$ cat src/rtl/shared_pkg.sv
// rtl/shared_pkg.sv - shared width and reader state type for the FIFO reader block
package shared_pkg;

    localparam int FIFO_WIDTH = 16;

    typedef enum logic [1:0] {
        IDLE  = 2'd0,
        READ  = 2'd1,
        DRAIN = 2'd2
    } rd_state_e;

endpackage

$ cat src/rtl/fifo_rd_skid.sv
// rtl/fifo_rd_skid.sv - two-entry in-order holding buffer for words returned by the FIFO
module fifo_rd_skid
    import shared_pkg::*;
#(
    parameter int WIDTH = FIFO_WIDTH
) (
    input  logic             clk,
    input  logic             rst,
    input  logic             push,
    input  logic [WIDTH-1:0] push_data,
    input  logic             pop,
    output logic [WIDTH-1:0] pop_data,
    output logic [1:0]       count
);

    logic [WIDTH-1:0] ent0_q, ent0_d;
    logic [WIDTH-1:0] ent1_q, ent1_d;
    logic [1:0]       count_q, count_d;
    logic             do_pop;
    logic             do_push;

    // Entry 0 is always the oldest word; a pop shifts entry 1 down, a push fills the first free slot after the pop.
    always_comb begin
        do_pop  = pop && (count_q != 2'd0);
        do_push = push && ((count_q != 2'd2) || do_pop);
        ent0_d  = ent0_q;
        ent1_d  = ent1_q;
        count_d = count_q;
        if (do_pop) begin
            ent0_d  = ent1_q;
            count_d = count_q - 2'd1;
        end
        if (do_push) begin
            if (count_d == 2'd0) begin
                ent0_d = push_data;
            end else begin
                ent1_d = push_data;
            end
            count_d = count_d + 2'd1;
        end
    end

    // Buffer storage and occupancy; reset clears contents so the output data reads zero.
    always_ff @(posedge clk or posedge rst) begin
        if (rst) begin
            ent0_q  <= '0;
            ent1_q  <= '0;
            count_q <= 2'd0;
        end else begin
            ent0_q  <= ent0_d;
            ent1_q  <= ent1_d;
            count_q <= count_d;
        end
    end

    assign pop_data = ent0_q;
    assign count    = count_q;

endmodule

$ cat src/rtl/fifo_reader.sv
// rtl/fifo_reader.sv - credit-limited FIFO read engine feeding a valid/ready stream; FIFO_READER_STATS_EN adds counters
module fifo_reader #(
    parameter int FIFO_WIDTH = shared_pkg::FIFO_WIDTH,
    parameter int CNT_WIDTH  = 16
) (
    input  logic                  clk,
    input  logic                  rst,
    input  logic                  enable,
    output logic                  rd_en,
    input  logic [FIFO_WIDTH-1:0] data_out,
    input  logic                  empty,
    input  logic                  underflow,
    output logic                  m_valid,
    output logic [FIFO_WIDTH-1:0] m_data,
    input  logic                  m_ready,
    output logic                  busy,
    output logic                  err_underflow
`ifdef FIFO_READER_STATS_EN
    ,
    output logic [CNT_WIDTH-1:0]  rd_count,
    output logic [CNT_WIDTH-1:0]  uf_count
`endif
);

    import shared_pkg::*;

    rd_state_e state_q, state_d;
    logic      inflight_q, inflight_d;
    logic      err_q, err_d;
    logic [1:0] buf_count;
    logic [1:0] credit_used;
    logic      push;
    logic      pop;
    logic      uf_event;

    fifo_rd_skid #(
        .WIDTH (FIFO_WIDTH)
    ) u_skid (
        .clk       (clk),
        .rst       (rst),
        .push      (push),
        .push_data (data_out),
        .pop       (pop),
        .pop_data  (m_data),
        .count     (buf_count)
    );

    // Credit check: buffered words left after this cycle's pop plus the read landing now must leave room.
    always_comb begin
        m_valid     = (buf_count != 2'd0);
        pop         = m_valid && m_ready;
        push        = inflight_q && !underflow;
        uf_event    = inflight_q && underflow;
        credit_used = buf_count - {1'b0, pop} + {1'b0, inflight_q};
        rd_en       = (state_q == READ) && !empty && (credit_used < 2'd2);
        busy        = (state_q != IDLE) || (buf_count != 2'd0) || inflight_q;
    end

    // Next-state for the read FSM, the single in-flight read marker and the sticky error.
    always_comb begin
        state_d    = state_q;
        inflight_d = rd_en;
        err_d      = err_q || uf_event;
        case (state_q)
            IDLE:    if (enable) state_d = READ;
            READ:    if (!enable) state_d = DRAIN;
            DRAIN: begin
                if (enable) begin
                    state_d = READ;
                end else if (!inflight_q && (buf_count == 2'd0)) begin
                    state_d = IDLE;
                end
            end
            default: state_d = IDLE;
        endcase
    end

    // FSM and in-flight state; clearing inflight on reset drops any data still returning from old reads.
    always_ff @(posedge clk or posedge rst) begin
        if (rst) begin
            state_q    <= IDLE;
            inflight_q <= 1'b0;
            err_q      <= 1'b0;
        end else begin
            state_q    <= state_d;
            inflight_q <= inflight_d;
            err_q      <= err_d;
        end
    end

    assign err_underflow = err_q;

`ifdef FIFO_READER_STATS_EN
    logic [CNT_WIDTH-1:0] rd_cnt_q, rd_cnt_d;
    logic [CNT_WIDTH-1:0] uf_cnt_q, uf_cnt_d;

    // Delivered-word count wraps; underflow count saturates at all ones.
    always_comb begin
        rd_cnt_d = rd_cnt_q + CNT_WIDTH'(pop);
        uf_cnt_d = uf_cnt_q;
        if (uf_event && (uf_cnt_q != '1)) begin
            uf_cnt_d = uf_cnt_q + CNT_WIDTH'(1);
        end
    end

    // Statistics registers.
    always_ff @(posedge clk or posedge rst) begin
        if (rst) begin
            rd_cnt_q <= '0;
            uf_cnt_q <= '0;
        end else begin
            rd_cnt_q <= rd_cnt_d;
            uf_cnt_q <= uf_cnt_d;
        end
    end

    assign rd_count = rd_cnt_q;
    assign uf_count = uf_cnt_q;
`endif

endmodule

$ cat config.mk
export PLATFORM = sky130hd
export DESIGN_NAME = fifo_reader
export DESIGN_NICKNAME = d
export VERILOG_FILES = /design/src/rtl/shared_pkg.sv /design/src/rtl/fifo_rd_skid.sv /design/src/rtl/fifo_reader.sv
export SDC_FILE = /design/constraint.sdc
export NUM_CORES = 1
export LEC_CHECK = 0
export ABC_CLOCK_PERIOD_IN_PS = 7620
export BUFFER_PORTS_ARGS = -buffer_cell sky130_fd_sc_hd__buf_4
export CAP_MARGIN = 0
export CORE_MARGIN = 3
export CORE_UTILIZATION = 57
export DETAILED_ROUTE_END_ITERATION = 7
export PLACE_DENSITY = 0.84
export SLEW_MARGIN = 20
export SYNTH_ARGS = -nofsm -noshare
export SYNTH_HDL_FRONTEND = slang
export SYNTH_SLANG_ARGS = --single-unit
export TNS_END_PERCENT = 50
$ cat constraint.sdc
create_clock -name clk -period 7.62 [get_ports clk]
set_input_delay 0 -clock clk [delete_from_list [all_inputs] [get_ports clk]]
set_output_delay 0 -clock clk [all_outputs]
set_load 0.005 [all_outputs]
# Yosys cells after proc, flatten, opt, wreduce, memory -nomap -nowiden
# Index checks and enable logic that the tools add are counted.
[word_totals]
ff_bits = 38
inputBits = 22
out_inout_bits = 20
[op_classes]
n_addsub = 4
order_cmp = 1
n_eq_ne = 6
mux = 10
bitwise = 1
n_reduce_logical = 22
[ops]
columns = ["operator", "n"]
rows = [
  ["$mux W16", 3],
  ["$mux W2", 6],
  ["$logic_and A1 B1 Y1", 8],
  ["$logic_not A2 Y1", 3],
  ["$ne A2 B2 Y1 const B", 3],
  ["$pmux W2 S3", 1],
  ["$logic_or A1 B1 Y1", 4],
  ["$reduce_bool A2 Y1", 2],
  ["$logic_not A1 Y1", 3],
  ["$ne A3 B3 Y1 const B", 1],
  ["$reduce_and A3 Y1", 1],
  ["$add A2 B1 Y2", 1],
  ["$add A2 B1 Y2 const B", 1],
  ["$eq A2 B1 Y1 const B", 1],
  ["$eq A2 B2 Y1 const B", 1],
  ["$lt A2 B2 Y1 const B", 1],
  ["$reduce_and A2 Y1", 1],
  ["$sub A2 B1 Y2", 1],
  ["$sub A2 B1 Y2 const B", 1],
  ["$not A1 Y1", 1],
]

# Depth between registers and ports, before layout
[depth]
depth_word = 7
mapped_depth = 14

# Modules after synthesis
# From an unflattened synthesis, not the netlist that was laid out.
[unflattened]
hier_cells = 129
hier_area_um2 = 1903.1
[modules_own_cells]
columns = ["module", "instances", "cells_per_inst", "area_each_um2"]
rows = [
  ["fifo_rd_skid", 1, 108, 1689.1],
  ["fifo_reader", 1, 21, 214.0],
]

# Least setup slack after synthesis
# OpenSTA, ideal clock, no wires.
[synth_path]
path_kind = "flip-flop to flip-flop"
from = "register u_skid.count_q[0], in the netlist u_skid.count[0]"
to = "register u_skid.ent0_q[10], in the netlist u_skid.pop_data[10]"
setup_time_ns = 0.125
t_arrival_ns = 2.445
required_ns = 7.495
slack_ns = 5.050
path_stages_with_launch = 14
period_less_slack_ns = 2.570
path_cell_list = "dfrtp_1 inv_1 ha_1 nand2b_4 buf_6 buf_4 inv_1 xnor2_1 ha_1 inv_1 a211o_1 buf_6 buf_12 mux2_4"
[synth_via]
elab_chain_cells = 7
[synth_rtl]
columns = ["item", "line", "text"]
rows = [
  ["start: declaration", "fifo_rd_skid.sv:18", "logic [1:0] count_q, count_d;"],
  ["start signal: assignment", "fifo_rd_skid.sv:52", "count_q <= count_d;"],
  ["branches (longest 6 deep; another with $sub A2 B1 Y2)", "--", ""],
  ["$mux W16 (*)", "fifo_rd_skid.sv:33", "if (do_push) begin"],
  ["via u_skid.ent0_d[10]", "fifo_rd_skid.sv:16", "logic [WIDTH-1:0] ent0_q, ent0_d;"],
  ["end signal: assignment", "fifo_rd_skid.sv:50", "ent0_q <= ent0_d;"],
  ["end: declaration", "fifo_rd_skid.sv:16", ""],
]
# Mark *: on every way through the listed nets, which the timed path passes.
# A chain may end at the register's enable or synchronous reset.

# Worst setup path after layout
[layout_path]
from = "register u_skid.count_q[0], in the netlist u_skid.count[0]"
to = "register u_skid.ent0_q[4], in the netlist u_skid.pop_data[4]"
# The elaborated chain is that of the path after synthesis.

==> run_results.csv <==
group,metric,value,unit
pwr,irDropWorstVdd,0.176,mV
die,die_h,63.1,um
yosys,synth_top_cell_by_area,"dfrtp_1",
timing,setup_viol,0,
yosys,synthFlopType,"dfrtp_1",
drt,vias,1208,
worst_setup_path,endpoint_kind,"register",
clock_tree,numCtsBuffers,5,
yosys,synth.distinct_cells,27,
drt,routed_wl,3710,um
worst_setup_path,r2r_end,"u_skid.pop_data[4]$_DFF_PP0_",
drt,final_antenna_net_count,0,
yosys,synth_top_area_share,51.1,%
clock_tree,root_buffer,"clkbuf_4",
drt,wl_per_cell,15.9,um
yosys,ys_ff_latch,38,
timing,slew_headroom,41.2,%
drt,via_per_inst,5.18,
die,rows,20,
die,die_area,3980,um^2
yosys,synth_cells,125,
pwr,power.switching,242,uW
timing,fin_crit_sh,39.0,%
finish,nets,215,
pwr,p_int,564,uW
timing,skew,0.00619,ns
status,run_status,"finished clean",
yosys,synth_common_cells,"dfrtp_1, mux2_2, mux2_4",
global_routing,track_usage,21.2,%
timing,layout_setup_ws,4.65,ns
timing,hold_viol_final,0,
finish,drive_gt1_share,52.4,%
clock_tree,postCtsSetupRepairBufs,0,
clock_tree,htreeDepth,2,
die,initial_core_util,60.4,%
global_routing,grt_max_degree,39,
finish,antenna_cells,0,
clock_tree,ctsResizeCount,0,
yosys,syn_area,1860,um^2
clock_tree,cts_tree,"done",
worst_setup_path,crit_arrival,3.19,ns
yosys,synth-async-reset-ratio,100,%
worst_setup_path,worstPathMaxFanout,21,
timing,min_period,2.97,ns
placed_design,dp_hpwl,2380,um
global_routing,grt_pass1_vias,1358,
placed_design,dp_slack,4.67,ns
yosys,synth-edff-count,0,
hold_path,hp-start,"m_ready",
clock_tree,postCtsHoldBufs,20,
placed_design,gp_congestion,0.773,
pwr,combPwrFrac,45.3,%
hold_path,min_path_type,"input port to register",
worst_setup_path,critical_path.startpoint,"u_skid.count[0]$_DFF_PP0_",
timing,tns,0,ns
drt,drt-initial-drc-count,54,
global_routing,antenna_found_initial,0,
worst_setup_path,reg2reg_depth,10,
die,die_w,63.1,um
worst_setup_path,crit_required,7.84,ns
worst_setup_path,startpoint_type,"register",
run,maxCapViolCount,0,
global_routing,grt-ovfl-total,0,
placed_design,port_buffers,41,
yosys,synthTopCellsByArea,"dfrtp_1, mux2_2, mux2_4, ha_1, xnor2_1",
finish,fillers,200,
global_routing,grt_pass1_wl,6500,um
worst_setup_path,rrSetupSlack,4.65,ns
finish,final_util,78.5,%
worst_setup_path,critical_path_class,"register to register",
yosys,yosysMostFrequentCell,"dfrtp_1",
pwr,p_seq_share,42.9,%
timing,rsz0062_at_grt,"false",
die,core,3080,um^2
timing,worstMarginPinSlew,0.882,ns
clock_tree,clkLatencyLatePin,0.33,ns
timing,drv_slew,0,
worst_setup_path,critPathCapture,"u_skid.pop_data[4]$_DFF_PP0_",
yosys,ys_seq_area_share,51.1,%
pwr,cellPowerDensity,333,nW/um^2
die,io_pins,42,
yosys,yosysWarningCount,0,
clock_tree,cts_sinks,38,
pwr,p_sw_share,30.1,%
worst_setup_path,r2r-start,"u_skid.count[0]$_DFF_PP0_",
timing,fmax,337,MHz
finish,syn2layout_area_growth,29.9,%
clock_tree,clk_pin_slew,0.11,ns
pwr,power.share.clock,11.8,%
clock_tree,cts_max_path_buffers,2,
drt,drc_errors,0,
pwr,leakage,1.16,nW
drt,drt-pass1-iter-count,4,
yosys,synthesis.nets,151,
yosys,avgSynthCellArea,14.9,um^2
metrics by stage:
| stage | std cells | area, um^2 | hold WS, ns | power, mW |
|---|---|---|---|---|
| 2_1_floorplan | 125 | 1860 | 0.0435 | 0.584 |
| 3_3_place_gp | 206 | 2170 | 0.138 | 0.686 |
| 3_5_place_dp | 206 | 2170 | 0.152 | 0.708 |
| 4_1_cts | 233 | 2420 | 0.290 | 0.813 |
| 5_1_grt | 233 | 2420 | 0.319 | 0.866 |
| 6_report | 233 | 2420 | 0.295 | 0.806 |
layer usage:
layer	share of wire, %	wire (um)	vias up	GRT usage, %
met5	0	0	-	0
li1	-	-	568	-
met1	40	1470	609	23.5
met2	55	2050	27	39.8
met4	0.92	34	0	6.61
met3	4.1	152	4	4.99
cell usage in the layout, fill, tap and decap left out:
cell	n
nand2b_4	2
nand3b_1	1
xnor2_1	4
a211oi_4	1
dlygate4sd3_1	20
mux2_1	1
nand2_1	1
clkbuf_4	5
buf_4	42
a21o_1	1
mux2_4	10
o21ai_0	1
mux2i_1	1
mux2_2	37
dfrtp_1	38
a211o_1	1
a21boi_0	1
a311oi_1	1
clkinv_2	2
nor3b_1	1
nand2b_1	2
inv_1	6
nor3_1	2
ha_1	4
a21oi_1	1
nor2b_1	1
a211oi_1	1
or3_1	1
how the worst min path moves through the flow:
stage,cells after the start,endpoint,slack (ns)
final,4,u_skid.count[0]$_DFF_PP0_,0.29
after detailed placement,3,u_skid.ent1_q[8]$_DFFE_PP0P_,0.15
after global placement,3,u_skid.ent1_q[8]$_DFFE_PP0P_,0.14
after CTS,4,u_skid.count[0]$_DFF_PP0_,0.29
after floorplan,1,rd_en,0.04
after global routing,4,u_skid.count[0]$_DFF_PP0_,0.32
registers in the layout (all words and copies together) (netlist names):
signal	flops
state_q	2
inflight_q	1
u_skid.pop_data	16
err_underflow	1
u_skid.ent1_q	16
u_skid.count	2
worst max-delay path: stages (launching register included):
cell and delay (ns):
dfrtp_1 0.42, inv_1 0.13, ha_1 0.21, nand2b_4 0.33
inv_1 0.19, nand2_1 0.10, o21ai_0 0.09, ha_1 0.23
inv_1 0.06, a211o_1 0.67, mux2_2 0.41
logic make-up after synthesis:
family                     share of synthesized area, %
and+or+nand+nor                                    4.37
adders and majority gates                          2.69
xor gates and xnor gates                           1.88
AOI/OAI and AO/OA                                  3.77
buffers and inverters                              4.51
DFF                                                51.1
muxes                                              31.6
cell type report:
type | count | area, um^2 | share of cell area (%)
Clock buffer | 5 | 37.5 | 1.55
Clock inverter | 2 | 10.0 | 0.414
Inverter | 6 | 22.5 | 0.932
Multi-Input combinational cell | 76 | 825 | 34.1
Sequential cell | 38 | 951 | 39.4
Tap cell | 44 | 55.1 | 2.28
Timing Repair Buffer | 62 | 515 | 21.3
power groups by stage:
stage | clock, mW | combinational [mW] | sequential (mW)
floorplan | 0 | 0.244 | 0.340
global placement | 0 | 0.342 | 0.344
detailed placement | 0 | 0.360 | 0.348
CTS | 0.100 | 0.368 | 0.345
global route | 0.109 | 0.397 | 0.360
finish | 0.0954 | 0.365 | 0.345
Power figures use the tool's default switching activity.
